===== src/rtl/tlb_pipe_pkg.sv =====
// Shared TLB definitions: field widths, page sizes, INVTLB op codes, entry layout.
package tlb_pipe_pkg;
  localparam int VPPN_W = 19;
  localparam int PPN_W  = 20;
  localparam int ASID_W = 10;
  localparam logic [5:0] PS_4K = 6'd12;
  localparam logic [5:0] PS_4M = 6'd22;

  typedef enum logic [4:0] {
    INV_ALL0 = 5'd0, INV_ALL1 = 5'd1, INV_G = 5'd2, INV_NG = 5'd3,
    INV_ASID = 5'd4, INV_ASID_VA = 5'd5, INV_GA_VA = 5'd6
  } inv_op_e;

  typedef struct packed {
    logic [PPN_W-1:0] ppn;
    logic [1:0]       plv;
    logic [1:0]       mat;
    logic             d;
    logic             v;
  } page_t;

  typedef struct packed {
    logic [VPPN_W-1:0] vppn;
    logic              ps4m;
    logic [ASID_W-1:0] asid;
    logic              g;
    page_t             pg1;
    page_t             pg0;
  } entry_t;

  // A 4MB entry only compares VPPN[18:10]; the low bits live inside the page.
  function automatic logic va_hit(entry_t t, logic [VPPN_W-1:0] vppn);
    return (t.vppn[18:10] == vppn[18:10]) && (t.ps4m || (t.vppn[9:0] == vppn[9:0]));
  endfunction

  // Feedback tap masks for shift-left Fibonacci LFSRs of width 3..6.
  function automatic logic [5:0] lfsr_taps(int w);
    case (w)
      3:       return 6'b000110;
      4:       return 6'b001100;
      5:       return 6'b010100;
      default: return 6'b110000;
    endcase
  endfunction
endpackage


===== src/rtl/tlb_match_enc.sv =====
// Match vector reduction: any hit, more-than-one hit, lowest hitting index.
module tlb_match_enc #(
  parameter int N    = 16,
  parameter int IDXW = $clog2(N)
) (
  input  logic [N-1:0]    match,
  output logic            found,
  output logic            multi,
  output logic [IDXW-1:0] index
);
  assign found = |match;
  // Clearing the lowest set bit leaves something only if two or more were set.
  assign multi = |(match & (match - N'(1)));

  always_comb begin
    index = '0;
    for (int i = N - 1; i >= 0; i--)
      if (match[i]) index = IDXW'(i);
  end
endmodule


===== src/rtl/tlb_pipe.sv =====
// Fully-associative LoongArch32 TLB: two registered search ports, write/read ports,
// INVTLB with illegal-op flag, and an LFSR fill index for TLBFILL.
module tlb_pipe
  import tlb_pipe_pkg::*;
#(
  parameter  int TLBNUM = 16,
  localparam int IDXW   = $clog2(TLBNUM)
) (
  input  logic              clk,
  input  logic              resetn,
  input  logic              s0_req,
  input  logic [18:0]       s0_vppn,
  input  logic              s0_va_bit12,
  input  logic [9:0]        s0_asid,
  output logic              s0_rvalid,
  output logic              s0_found,
  output logic              s0_multi,
  output logic [IDXW-1:0]   s0_index,
  output logic [19:0]       s0_ppn,
  output logic [5:0]        s0_ps,
  output logic [1:0]        s0_plv,
  output logic [1:0]        s0_mat,
  output logic              s0_d,
  output logic              s0_v,
  input  logic              s1_req,
  input  logic [18:0]       s1_vppn,
  input  logic              s1_va_bit12,
  input  logic [9:0]        s1_asid,
  output logic              s1_rvalid,
  output logic              s1_found,
  output logic              s1_multi,
  output logic [IDXW-1:0]   s1_index,
  output logic [19:0]       s1_ppn,
  output logic [5:0]        s1_ps,
  output logic [1:0]        s1_plv,
  output logic [1:0]        s1_mat,
  output logic              s1_d,
  output logic              s1_v,
  input  logic              we,
  input  logic [IDXW-1:0]   w_index,
  input  logic              w_e,
  input  logic [18:0]       w_vppn,
  input  logic [5:0]        w_ps,
  input  logic [9:0]        w_asid,
  input  logic              w_g,
  input  logic [19:0]       w_ppn0,
  input  logic [1:0]        w_plv0,
  input  logic [1:0]        w_mat0,
  input  logic              w_d0,
  input  logic              w_v0,
  input  logic [19:0]       w_ppn1,
  input  logic [1:0]        w_plv1,
  input  logic [1:0]        w_mat1,
  input  logic              w_d1,
  input  logic              w_v1,
  input  logic [IDXW-1:0]   r_index,
  output logic              r_e,
  output logic [18:0]       r_vppn,
  output logic [5:0]        r_ps,
  output logic [9:0]        r_asid,
  output logic              r_g,
  output logic [19:0]       r_ppn0,
  output logic [1:0]        r_plv0,
  output logic [1:0]        r_mat0,
  output logic              r_d0,
  output logic              r_v0,
  output logic [19:0]       r_ppn1,
  output logic [1:0]        r_plv1,
  output logic [1:0]        r_mat1,
  output logic              r_d1,
  output logic              r_v1,
  input  logic              inv_valid,
  input  logic [4:0]        inv_op,
  input  logic [9:0]        inv_asid,
  input  logic [18:0]       inv_vppn,
  output logic              inv_bad,
  output logic [IDXW-1:0]   fill_index
);
  logic [TLBNUM-1:0] e_q;
  entry_t            tlb_q [TLBNUM];
  entry_t            w_ent;
  logic [TLBNUM-1:0] inv_hit;
  logic [IDXW-1:0]   fill_nx;

  assign w_ent = '{vppn: w_vppn, ps4m: (w_ps == PS_4M), asid: w_asid, g: w_g,
                   pg1: '{w_ppn1, w_plv1, w_mat1, w_d1, w_v1},
                   pg0: '{w_ppn0, w_plv0, w_mat0, w_d0, w_v0}};

  always_comb begin
    inv_hit = '0;
    for (int i = 0; i < TLBNUM; i++) begin
      case (inv_op)
        INV_ALL0, INV_ALL1: inv_hit[i] = 1'b1;
        INV_G:       inv_hit[i] = tlb_q[i].g;
        INV_NG:      inv_hit[i] = !tlb_q[i].g;
        INV_ASID:    inv_hit[i] = !tlb_q[i].g && (tlb_q[i].asid == inv_asid);
        INV_ASID_VA: inv_hit[i] = !tlb_q[i].g && (tlb_q[i].asid == inv_asid) && va_hit(tlb_q[i], inv_vppn);
        INV_GA_VA:   inv_hit[i] = (tlb_q[i].g || (tlb_q[i].asid == inv_asid)) && va_hit(tlb_q[i], inv_vppn);
        default:     inv_hit[i] = 1'b0;
      endcase
    end
  end

  // Invalidate first, then the write to w_index overrides its own E bit.
  always_ff @(posedge clk or negedge resetn) begin
    if (!resetn) begin
      e_q     <= '0;
      inv_bad <= 1'b0;
    end else begin
      for (int i = 0; i < TLBNUM; i++)
        if (inv_valid && inv_hit[i]) e_q[i] <= 1'b0;
      if (we) e_q[w_index] <= w_e;
      inv_bad <= inv_valid && (inv_op > 5'd6);
    end
  end

  always_ff @(posedge clk)
    if (we) tlb_q[w_index] <= w_ent;

  if (IDXW == 2) begin : g_fill_cnt
    assign fill_nx = fill_index + IDXW'(1);
  end else begin : g_fill_lfsr
    localparam logic [IDXW-1:0] TAPS = IDXW'(lfsr_taps(IDXW));
    assign fill_nx = {fill_index[IDXW-2:0], ^(fill_index & TAPS)};
  end

  always_ff @(posedge clk or negedge resetn) begin
    if (!resetn)  fill_index <= IDXW'(1);
    else if (we)  fill_index <= fill_nx;
  end

  logic [1:0]                    s_req, s_b12;
  logic [1:0][VPPN_W-1:0]        s_vppn;
  logic [1:0][ASID_W-1:0]        s_asid;
  logic [1:0]                    rv_a, fd_a, mu_a;
  logic [1:0][IDXW-1:0]          ix_a;
  logic [1:0][5:0]               ps_a;
  page_t [1:0]                   pg_a;

  assign s_req  = {s1_req, s0_req};
  assign s_b12  = {s1_va_bit12, s0_va_bit12};
  assign s_vppn = {s1_vppn, s0_vppn};
  assign s_asid = {s1_asid, s0_asid};

  for (genvar p = 0; p < 2; p++) begin : g_port
    logic [TLBNUM-1:0] match;
    logic              hit, mul, odd;
    logic [IDXW-1:0]   idx;
    logic              rv_q, fd_q, mu_q;
    logic [IDXW-1:0]   ix_q;
    logic [5:0]        ps_q;
    page_t             pg_q;

    always_comb begin
      match = '0;
      for (int i = 0; i < TLBNUM; i++)
        match[i] = e_q[i] && va_hit(tlb_q[i], s_vppn[p]) &&
                   (tlb_q[i].g || (tlb_q[i].asid == s_asid[p]));
    end

    tlb_match_enc #(.N(TLBNUM), .IDXW(IDXW)) u_enc (
      .match(match), .found(hit), .multi(mul), .index(idx)
    );

    assign odd = tlb_q[idx].ps4m ? s_vppn[p][9] : s_b12[p];

    always_ff @(posedge clk or negedge resetn) begin
      if (!resetn) begin
        rv_q <= 1'b0; fd_q <= 1'b0; mu_q <= 1'b0;
        ix_q <= '0;   ps_q <= '0;   pg_q <= '0;
      end else begin
        rv_q <= s_req[p];
        if (s_req[p]) begin
          fd_q <= hit;
          mu_q <= mul;
          ix_q <= hit ? idx : '0;
          ps_q <= !hit ? 6'd0 : (tlb_q[idx].ps4m ? PS_4M : PS_4K);
          pg_q <= !hit ? '0 : (odd ? tlb_q[idx].pg1 : tlb_q[idx].pg0);
        end
      end
    end

    assign rv_a[p] = rv_q;
    assign fd_a[p] = fd_q;
    assign mu_a[p] = mu_q;
    assign ix_a[p] = ix_q;
    assign ps_a[p] = ps_q;
    assign pg_a[p] = pg_q;
  end

  assign {s1_rvalid, s0_rvalid} = rv_a;
  assign {s1_found,  s0_found}  = fd_a;
  assign {s1_multi,  s0_multi}  = mu_a;
  assign s0_index = ix_a[0];
  assign s1_index = ix_a[1];
  assign s0_ps    = ps_a[0];
  assign s1_ps    = ps_a[1];
  assign {s0_ppn, s0_plv, s0_mat, s0_d, s0_v} = pg_a[0];
  assign {s1_ppn, s1_plv, s1_mat, s1_d, s1_v} = pg_a[1];

  assign r_e    = e_q[r_index];
  assign r_vppn = tlb_q[r_index].vppn;
  assign r_ps   = tlb_q[r_index].ps4m ? PS_4M : PS_4K;
  assign r_asid = tlb_q[r_index].asid;
  assign r_g    = tlb_q[r_index].g;
  assign {r_ppn0, r_plv0, r_mat0, r_d0, r_v0} = tlb_q[r_index].pg0;
  assign {r_ppn1, r_plv1, r_mat1, r_d1, r_v1} = tlb_q[r_index].pg1;
endmodule


===== config.mk =====
export PLATFORM = sky130hd
export DESIGN_NAME = tlb_pipe
export DESIGN_NICKNAME = d
export VERILOG_FILES = /design/src/rtl/tlb_pipe_pkg.sv /design/src/rtl/tlb_match_enc.sv /design/src/rtl/tlb_pipe.sv
export SDC_FILE = /design/constraint.sdc
export NUM_CORES = 2
export LEC_CHECK = 0
export CAP_MARGIN = 0
export CORE_MARGIN = 2
export CORE_UTILIZATION = 50
export DETAILED_ROUTE_END_ITERATION = 12
export DONT_BUFFER_PORTS = 1
export PLACE_DENSITY = 0.68
export SLEW_MARGIN = 20
export SYNTH_ARGS = -nofsm -noshare
export SYNTH_HDL_FRONTEND = slang
export SYNTH_SLANG_ARGS = --single-unit

===== constraint.sdc =====
create_clock -name clk -period 3.95 [get_ports clk]
set_input_delay 0.5925 -clock clk [delete_from_list [all_inputs] [get_ports clk]]
set_output_delay 0.5925 -clock clk [all_outputs]
set_load 0.05 [all_outputs]

==> impl_metrics.ini <==
[finish]
final_util_pct = 61.9
area_growth_syn_to_layout_pct = 22.7
nets = 7987
drive_above_1_share_pct = 30.1
fillers = 13200

[sta]
timing.fmax_mhz = 215
setup-violations-final = 54
totalNegativeSetupSlack_ps = -28970
worst_clock_skew_ps = 36.1
fin_ws_ps = -704
tightest_slew_ps = 1360
rsz0062_at_grt = yes
maxSlewHeadroom_pct = 9.05
finalMaxSlewViolations = 0
finalCritPeriodShare_pct = 118
timing.final.hold_violations = 0
fin_crit_ps = 4650

[cts]
cts_tree = done
clock-sinks = 1419
cts_max_level = 4
clock_latency_ps = 870
clk_path_buf_depth = 3
numCtsBuffers = 162
path_clk_slew_ps = 60
root_buffer = clkbuf_16

[placed_design]
dp_hpwl_um = 251000
port_buffers = 0
routabilityCongestion = 1.08
dpl_worst_slack_ps = -1330

[logic_synthesis]
ys_seq_area_share_pct = 48.0
synth_cells = 6762
syn_area_um2 = 87900
synth.ff_latch_count = 1419
synth_edf_count = 1328
syn_avg_cell_area_um2 = 13.0
synthArstFlopShare_pct = 6.41
yosysWarnings = 0
synth_flop_cell = edfxtp_1
synth_cell_types = 86

[setup_path]
critPathMostFrequentCell = buf_12
cp-end-kind = flip-flop
crit_required_ps = 4680
crit_type = flip-flop to flip-flop
cp_max_fo = 5
cp.arrival_ps = 5380
startpoint_type = flip-flop
path_cells = xor2_1 -> nor4_2 -> a41oi_1 -> or4_4 -> buf_4 -> inv_1 -> a2111oi_4 -> o21ai_1 -> a211oi_2 -> a311oi_2 -> o22ai_2 -> nor3b_4 -> mux2i_4 -> buf_12 -> buf_12 -> mux2_4
cp_slowest_cell = or4_4
slowest_delay_ps = 640

[routing]
final_antenna_net_count = 0
viasPerCell = 6.89
drt_pre_antenna_iters = 9
routed_wl_um = 387000
detail_route.drc_violations = 0
drt-initial-drc-count = 9527
wl_per_cell_um = 37.7
vias = 70700

[hold_path]
hold_path_class = input port to flip-flop

[pwr]
p_per_area_nw_per_um2 = 343
power_leakage_nw = 40.6
vdd_drop_max_mv = 0.516
p_total_mw = 36.9

[die]
core_area_um2 = 174000
dieArea_um2 = 179000
chipHeight_um = 423
rows = 153
io_pins = 369
initial_core_util_pct = 50.5
die_w_um = 423

[global_route]
gr-total-overflow = 0
grt_pass1_wl_um = 533000
antenna_found_initial = 25
grt_max_degree = 337
grt_pass1_vias = 69800
grt_usage_pct = 42.4

[job]
drv_cap = 0

[outcome]
outcome = finished with violations
failed_checks = negative setup slack
layer usage:
layer,global-route usage (%),part of all wire (%)
met3,10.7,12
met4,37.1,11
met5,0,0.016
met1,50.3,33
met2,64.2,44
worst max-delay path, delay by kind of cell, from the launching register on:
| family | cells | cell delay, ps |
|---|---|---|
| AND/OR/NAND/NOR | 3 | 1410 |
| AO/OA/AOI/OAI | 6 | 1240 |
| buffers and inverters | 4 | 630 |
| multiplexers | 2 | 610 |
| flip-flops | 1 | 420 |
| XOR/XNOR | 1 | 190 |
power by group:
part | internal (mW) | leakage, nW | total, mW | switching, mW
sequential | 16.8 | 13.2 | 17.2 | 0.418
combinational | 1.64 | 24.7 | 3.80 | 2.15
clock | 9.38 | 2.71 | 15.9 | 6.53
total | 27.8 | 40.6 | 36.9 | 9.10
worst paths after layout:
kind / startpoint / to / slack (ps) / depth (start not counted)
hold / removal: w_index[0] / tlb_q[6][2] / 40 / 1
min in group asynchronous: resetn / s0_ppn[2] / 360 / 2
setup / recovery: tlb_q[6][70] / s1_ppn[19] / -700 / 16
max in group asynchronous: resetn / s1_ps[2] / 2960 / 2
hold reg to reg: fill_index[0] / fill_index[0] / 620 / 2
setup reg to reg: tlb_q[6][70] / s1_ppn[19] / -700 / 16
logic make-up (layout without fill, tap and decap cells):
| logic type | count (synthesis) | after routing | synth area share (%) |
|---|---|---|---|
| other | 2 | 24 | 0.00854 |
| muxes | 1319 | 1319 | 21.5 |
| and+or+nand+nor | 1312 | 1314 | 7.39 |
| AOI/OAI and AO/OA | 768 | 771 | 5.94 |
| DFF | 1419 | 1419 | 48.0 |
| buffers and inverters | 528 | 1684 | 3.15 |
| adders and majority gates | 4 | 4 | 0.0455 |
| xor gates and xnor gates | 1410 | 1410 | 14.0 |
cell usage after synthesis, types with 57 or more instances:
cell type  number  area share [%]
edfxtp_1     1328              45
xor2_1        952             9.5
mux2i_1       657             7.5
nand2_1       461             2.0
xnor2_1       458             4.6
mux4_2        420              11
nor4_1        236             1.7
clkbuf_1      224            0.96
mux2_2        219             2.8
o21ai_0       185             1.1
nor2_1        180            0.77
a21oi_1       143            0.81
nand3_1       135            0.77
nand4_1       106            0.75
o22ai_1       105            0.75
buf_2          94            0.54
dfrtp_1        90             2.6
nor3_1         82            0.47
o211ai_1       80            0.68
buf_1          74            0.32
a41oi_1        65            0.65
buf_4          65            0.56
buf_6          57            0.73
layout by cell type, fill, tap and decap left out, drive strengths merged, types with 7 or more instances in the layout:
cell type | Yosys | routed
clkinv | 1 | 53
a41o | 9 | 9
buf | 290 | 1270
o2111ai | 53 | 53
clkbuf | 224 | 222
a221oi | 20 | 20
mux2i | 659 | 659
or2 | 8 | 8
a41oi | 70 | 70
diode | 0 | 17
xnor2 | 458 | 458
and3 | 25 | 25
edfxtp | 1328 | 1328
dfrtp | 90 | 90
o21ai | 189 | 190
o2bb2ai | 7 | 7
nand4 | 106 | 106
dlygate4sd3 | 0 | 93
o211ai | 80 | 80
nand2 | 462 | 462
a21oi | 144 | 146
nor2 | 180 | 182
mux4 | 420 | 420
nand3 | 135 | 135
inv | 13 | 20
o22ai | 105 | 105
mux2 | 240 | 240
a32oi | 52 | 52
conb | 2 | 7
or3 | 35 | 35
bufinv | 0 | 20
nor4 | 242 | 242
nor3 | 93 | 93
xor2 | 952 | 952
layout make-up:
type	count	area, µm²	share of cell area, %
Multi-Input combinational cell	4825	44400	41.2
Sequential cell	1419	42200	39.1
Timing Repair Buffer	1368	12700	11.8
Clock buffer	220	4550	4.22
Tap cell	2325	2910	2.70
Clock inverter	82	990	0.918
Inverter	14	52.6	0.0487
Antenna cell	17	42.5	0.0394
state kept, by name, summed over array words and instances, names as in the netlist:
signal      cells
s0_index        4
s0_ppn         20
s1_ps           3
s1_d            1
s1_rvalid       1
s1_ppn         20
e_q            16
s1_index        4
s0_plv          2
inv_bad         1
s0_ps           3
s1_v            1
s0_v            1
tlb_q        1328
s0_rvalid       1
s1_plv          2
s0_d            1
s1_multi        1
fill_index      4
s0_multi        1
s0_mat          2
s1_mat          2
what timing repair did:
item / 4_1_cts / 5_1_grt
pin swaps: 103 / 42
endpoints found under the setup margin: 59 / 63
setup buffers: 70 / 24
endpoints found under the hold margin: 1435 / 0
hold buffers: 94 / 0
cloned: 21 / 1
gates resized for setup: 210 / 66
per-stage QoR:
| step | instances | instance area [µm²] | hold slack [ps] |
|---|---|---|---|
| global route | 10300 | 108000 | 32.1 |
| finish | 10300 | 108000 | 41.6 |
| global placement | 9748 | 98600 | 301 |
| floorplan | 6767 | 88100 | 297 |
| detailed placement | 9748 | 98600 | 300 |
| CTS | 10200 | 107000 | 3.15 |
Power figures use the tool's default switching activity.
